==> src/rtl/adder_serial_pkg.sv <==
// Shared definitions for the nibble-serial adder: controller state encoding,
// slice width and counter sizing helper.
package adder_serial_pkg;

  localparam int SLICE_W = 4;

  typedef enum logic [1:0] {
    ST_IDLE = 2'd0,
    ST_RUN  = 2'd1,
    ST_DONE = 2'd2
  } state_t;

  // A single-slice configuration still needs a one-bit counter.
  function automatic int cnt_width(input int n);
    return (n > 1) ? $clog2(n) : 1;
  endfunction

endpackage

==> src/rtl/adder_4bits.sv <==
// Combinational 4-bit adder slice with carry in/out; the only adder in the datapath.
module adder_4bits
  import adder_serial_pkg::*;
(
  input  logic [SLICE_W-1:0] a,
  input  logic [SLICE_W-1:0] b,
  input  logic               cin,
  output logic [SLICE_W-1:0] s,
  output logic               cout
);

  assign {cout, s} = {1'b0, a} + {1'b0, b} + {{SLICE_W{1'b0}}, cin};

endmodule

==> src/rtl/adder_serial_ctrl.sv <==
// Nibble-serial adder: captures A, B and cin on start, then resolves one 4-bit
// slice per cycle through a single shared adder, rippling the carry in a register.
module adder_serial_ctrl
  import adder_serial_pkg::*;
#(
  parameter  int N_NIBBLES = 4,
  localparam int W         = SLICE_W * N_NIBBLES
) (
  input  logic         i_w_clk,
  input  logic         i_w_rst_n,
  input  logic         i_w_start,
  input  logic         i_w_abort,
  input  logic [W-1:0] i_w_a,
  input  logic [W-1:0] i_w_b,
  input  logic         i_w_cin,
  output logic [W-1:0] o_w_s,
  output logic         o_w_cout,
  output logic         o_w_busy,
  output logic         o_w_done
);

  localparam int                 CNT_W    = cnt_width(N_NIBBLES);
  localparam logic [CNT_W-1:0]   CNT_LAST = CNT_W'(N_NIBBLES - 1);

  state_t                                 state;
  logic [CNT_W-1:0]                       cnt;
  logic                                   carry;
  logic [N_NIBBLES-1:0][SLICE_W-1:0]      a_reg;
  logic [N_NIBBLES-1:0][SLICE_W-1:0]      b_reg;
  logic [N_NIBBLES-1:0][SLICE_W-1:0]      s_reg;
  logic [SLICE_W-1:0]                     slice_sum;
  logic                                   slice_cout;

  adder_4bits u_adder (
    .a    (a_reg[cnt]),
    .b    (b_reg[cnt]),
    .cin  (carry),
    .s    (slice_sum),
    .cout (slice_cout)
  );

  assign o_w_s    = s_reg;
  assign o_w_busy = (state != ST_IDLE);

  // NOTE: every register here, operand copies included, is assigned with <= so all
  // of them see pre-edge values of state/cnt; blocking writes would race the adder inputs.
  always_ff @(posedge i_w_clk or negedge i_w_rst_n) begin
    if (!i_w_rst_n) begin
      state    <= ST_IDLE;
      cnt      <= '0;
      carry    <= 1'b0;
      a_reg    <= '0;
      b_reg    <= '0;
      s_reg    <= '0;
      o_w_cout <= 1'b0;
      o_w_done <= 1'b0;
    end else begin
      o_w_done <= 1'b0;
      case (state)
        ST_IDLE: begin
          // Abort is meaningless here, so a coincident start always wins.
          if (i_w_start) begin
            a_reg    <= i_w_a;
            b_reg    <= i_w_b;
            carry    <= i_w_cin;
            s_reg    <= '0;
            o_w_cout <= 1'b0;
            cnt      <= '0;
            state    <= ST_RUN;
          end
        end

        ST_RUN: begin
          if (i_w_abort) begin
            s_reg    <= '0;
            o_w_cout <= 1'b0;
            carry    <= 1'b0;
            cnt      <= '0;
            state    <= ST_IDLE;
          end else begin
            s_reg[cnt] <= slice_sum;
            carry      <= slice_cout;
            if (cnt == CNT_LAST) begin
              o_w_cout <= slice_cout;
              o_w_done <= 1'b1;
              cnt      <= '0;
              state    <= ST_DONE;
            end else begin
              cnt <= cnt + 1'b1;
            end
          end
        end

        ST_DONE: state <= ST_IDLE;

        default: state <= ST_IDLE;
      endcase
    end
  end

endmodule
==> config.mk <==
export PLATFORM = sky130hd
export DESIGN_NAME = adder_serial_ctrl
export DESIGN_NICKNAME = d
export VERILOG_FILES = /design/src/rtl/adder_serial_pkg.sv /design/src/rtl/adder_4bits.sv /design/src/rtl/adder_serial_ctrl.sv
export SDC_FILE = /design/constraint.sdc
export NUM_CORES = 1
export LEC_CHECK = 0
export BUFFER_PORTS_ARGS = -buffer_cell sky130_fd_sc_hd__buf_2
export CORE_MARGIN = 3
export CORE_UTILIZATION = 53
export DETAILED_ROUTE_END_ITERATION = 10
export GPL_TIMING_DRIVEN = 1
export PLACE_DENSITY = 0.78
export SLEW_MARGIN = 20
export SYNTH_ARGS = -nofsm -noshare
export SYNTH_HDL_FRONTEND = slang
export SYNTH_HIERARCHICAL = 1
export SYNTH_SLANG_ARGS = --single-unit
==> constraint.sdc <==
create_clock -name i_w_clk -period 3.1 [get_ports i_w_clk]
set_input_delay 0.93 -clock i_w_clk [delete_from_list [all_inputs] [get_ports i_w_clk]]
set_output_delay 0.93 -clock i_w_clk [all_outputs]
set_load 0.1 [all_outputs]
==> flow_summary_export.csv <==
group,metric,value,unit
clock_network,hold_buffers,0,
drt,drtIter0Drc,62,
drt,via_count,1545,
finish,layout_common_cells,"dfrtp_1, buf_2, mux2_2",
finish,nNetsFinal,267,
timing,fin_crit,2.54,ns
yosys,avgSynthCellArea,15.5,um^2
timing,max_freq,394,MHz
global_routing,use_met3,5.07,%
worst_setup_path,worst_ep_required_time,3.28,ns
clock_network,worstSkewPairLatency,0.30,ns
clock_network,cts_setup_buffers,0,
global_routing,gr-usage-met2,27.9,%
drt,drc,0,
finish,final_core_util,65.4,%
global_routing,grt_pass1_vias,1492,
floorplanning,num_io_pins,56,
global_routing,grt_max_degree,40,
finish,antenna_cells,0,
placement,gp_congestion,0.783,
timing,fin_crit_sh,81.9,%
timing,rsz0062_at_grt,"false",
floorplanning,die_w,74.9,um
worst_setup_path,reg2reg_slack,0.56,ns
worst_hold_path,hold_path.class,"reg -> reg",
finish,layout-drive-gt1-share,50.7,%
timing,setup_ws,0.562,ns
global_routing,grtUsageMet1,22.7,%
placement,dp_hpwl,3.36,mm
global_routing,grt-ovfl-total,0,
floorplanning,die_h,74.9,um
floorplanning,num_rows,24,
status,run_status,"completed",
pwr,p_leak,1.38,nW
yosys,ys.warnings.count,6,
timing,tns,0,ns
clock_network,h-tree-depth,2,
clock_network,cts_buffers,5,
floorplanning,start_util,56.2,%
drt,vias_per_cell,5.66,
worst_setup_path,crit_arrival,2.72,ns
clock_network,cts_resized,0,
worst_setup_path,crit_path_max_incr_delay,0.57,ns
yosys,syn_nets,208,
pwr,finalPower,0.00316,W
worst_setup_path,crit_type,"reg -> reg",
global_routing,antenna_found_initial,0,
drt,totalWireLength,4.45,mm
clock_network,cts_tree,"done",
yosys,synth_cell_types,32,
yosys,netlist_instances,162,
drt,wl_per_cell,16.3,um
worst_setup_path,end_kind,"flip-flop",
timing,setup_viol,0,
flow_run,drv_cap,0,
pwr,p_per_area,1080,mW/mm^2
clock_network,cts_root_buffer,"clkbuf_8",
worst_setup_path,crit_chain,"mux4_2, fa_1, inv_1, fa_1, nor2b_1, o21ai_0, nand2b_1, a22oi_1, o21ai_0",
placement,pre_cts_slack,0.549,ns
pwr,vdd_ir_drop_max,528,uV
timing,max_slew_margin,42.9,%
drt,antenna_left,0,
drt,firstDrtPassIters,4,
clock_network,clockBufferDepth,2,
timing,fin_skew,0.00755,ns
floorplanning,design.die.area,0.00560,mm^2
finish,syn_to_final_growth,16.3,%
worst_setup_path,cp_max_fo,7,
clock_network,numClockSinks,55,
yosys,netlist_area,0.00251,mm^2
worst_setup_path,cp_slowest_cell,"mux4_2",
yosys,ys_seq_area_share,54.8,%
timing,maxSlewViolCount,0,
global_routing,grt_pass1_wl,7.13,mm
yosys,synth_edf_count,0,
yosys,async_flop_share,100,%
placement,port_buffers,55,
global_routing,grt.busiest_layer,"met2",
worst_setup_path,start_kind,"flip-flop",
yosys,ys_ff_latch,55,
floorplanning,core,0.00447,mm^2
yosys,synth-main-ff-cell,"dfrtp_1",
timing,worst_slew_pin_slew,0.856,ns
timing,finalHoldViolations,0,
clock_network,path_clk_slew,0.08,ns
global_routing,grt_usage,17.1,%
## per-stage QoR
stage	cells	cell area, um^2	hold WS, ns
after floorplan	162	2510	0.452
after global placement	266	2840	0.474
after detailed placement	266	2840	0.478
after CTS	273	2920	0.498
after global routing	273	2920	0.511
final	273	2920	0.493
## power breakdown
group	switching [W]	leakage [nW]	internal, W	total, W
clock	0.000208	0.0470	0.000175	0.000383
combinational	0.00105	0.648	0.000629	0.00167
sequential	0.000153	0.686	0.000945	0.00110
## per-layer routing
| layer | wire length [um] | vias to the layer above |
|---|---|---|
| met4 | 39 | 0 |
| met2 | 2160 | 48 |
| li1 | - | 729 |
| met3 | 287 | 4 |
| met1 | 1960 | 764 |
| met5 | 0 | - |
## synthesized netlist by cell type (all sizes together) (2+ instances only)
cell / n / area [um^2]
a32o: 16 / 160
ha: 7 / 87.6
mux2: 32 / 360
nor2: 2 / 23.8
o21ai: 7 / 65.1
inv: 7 / 26.3
xnor2: 2 / 17.5
mux4: 8 / 180
and2: 2 / 12.5
dfrtp: 55 / 1380
a21oi: 3 / 18.8
buf: 6 / 48.8
fa: 2 / 40.0
## logic make-up after synthesis
kind of cell | count (synthesis) | synth area share (%)
xor+xnor | 2 | 0.697
compound gates | 31 | 11.3
fa+ha+maj | 9 | 5.08
flops | 55 | 54.8
mux | 40 | 21.5
simple gates | 11 | 3.53
buf+inv | 14 | 3.14
## worst paths after layout
| check | cells after the start | endpoint | startpoint |
|---|---|---|---|
| min in group asynchronous | 1 | state[0]$_DFFE_PN0P_ | i_w_rst_n |
| worst max register to register | 9 | carry$_DFFE_PN0P_ | cnt[0]$_DFFE_PN0P_ |
| worst min-delay path | 1 | b_reg[14]$_DFFE_PN0P_ | b_reg[14]$_DFFE_PN0P_ |
| max in group asynchronous | 2 | b_reg[10]$_DFFE_PN0P_ | i_w_rst_n |
| worst max-delay path | 9 | carry$_DFFE_PN0P_ | cnt[0]$_DFFE_PN0P_ |
| worst min register to register | 1 | b_reg[14]$_DFFE_PN0P_ | b_reg[14]$_DFFE_PN0P_ |
## area by class of cell
class                           count  area, um^2
Inverter                            7        26.3
Timing Repair Buffer               59         305
Fill cell                         344        1550
Clock inverter                      1        5.00
Multi-Input combinational cell     93        1060
Sequential cell                    55        1380
Clock buffer                        6        82.6
Tap cell                           52        65.1
## critical path, delay by kind of cell (launching register included)
kind	cells	cell delay (ns)
adders and majority gates	2	0.65
AOI/OAI and AO/OA	3	0.40
and+or+nand+nor	2	0.15
buffers and inverters	1	0.09
DFF	1	0.55
muxes	1	0.57
(Power assumes the default switching activity.)
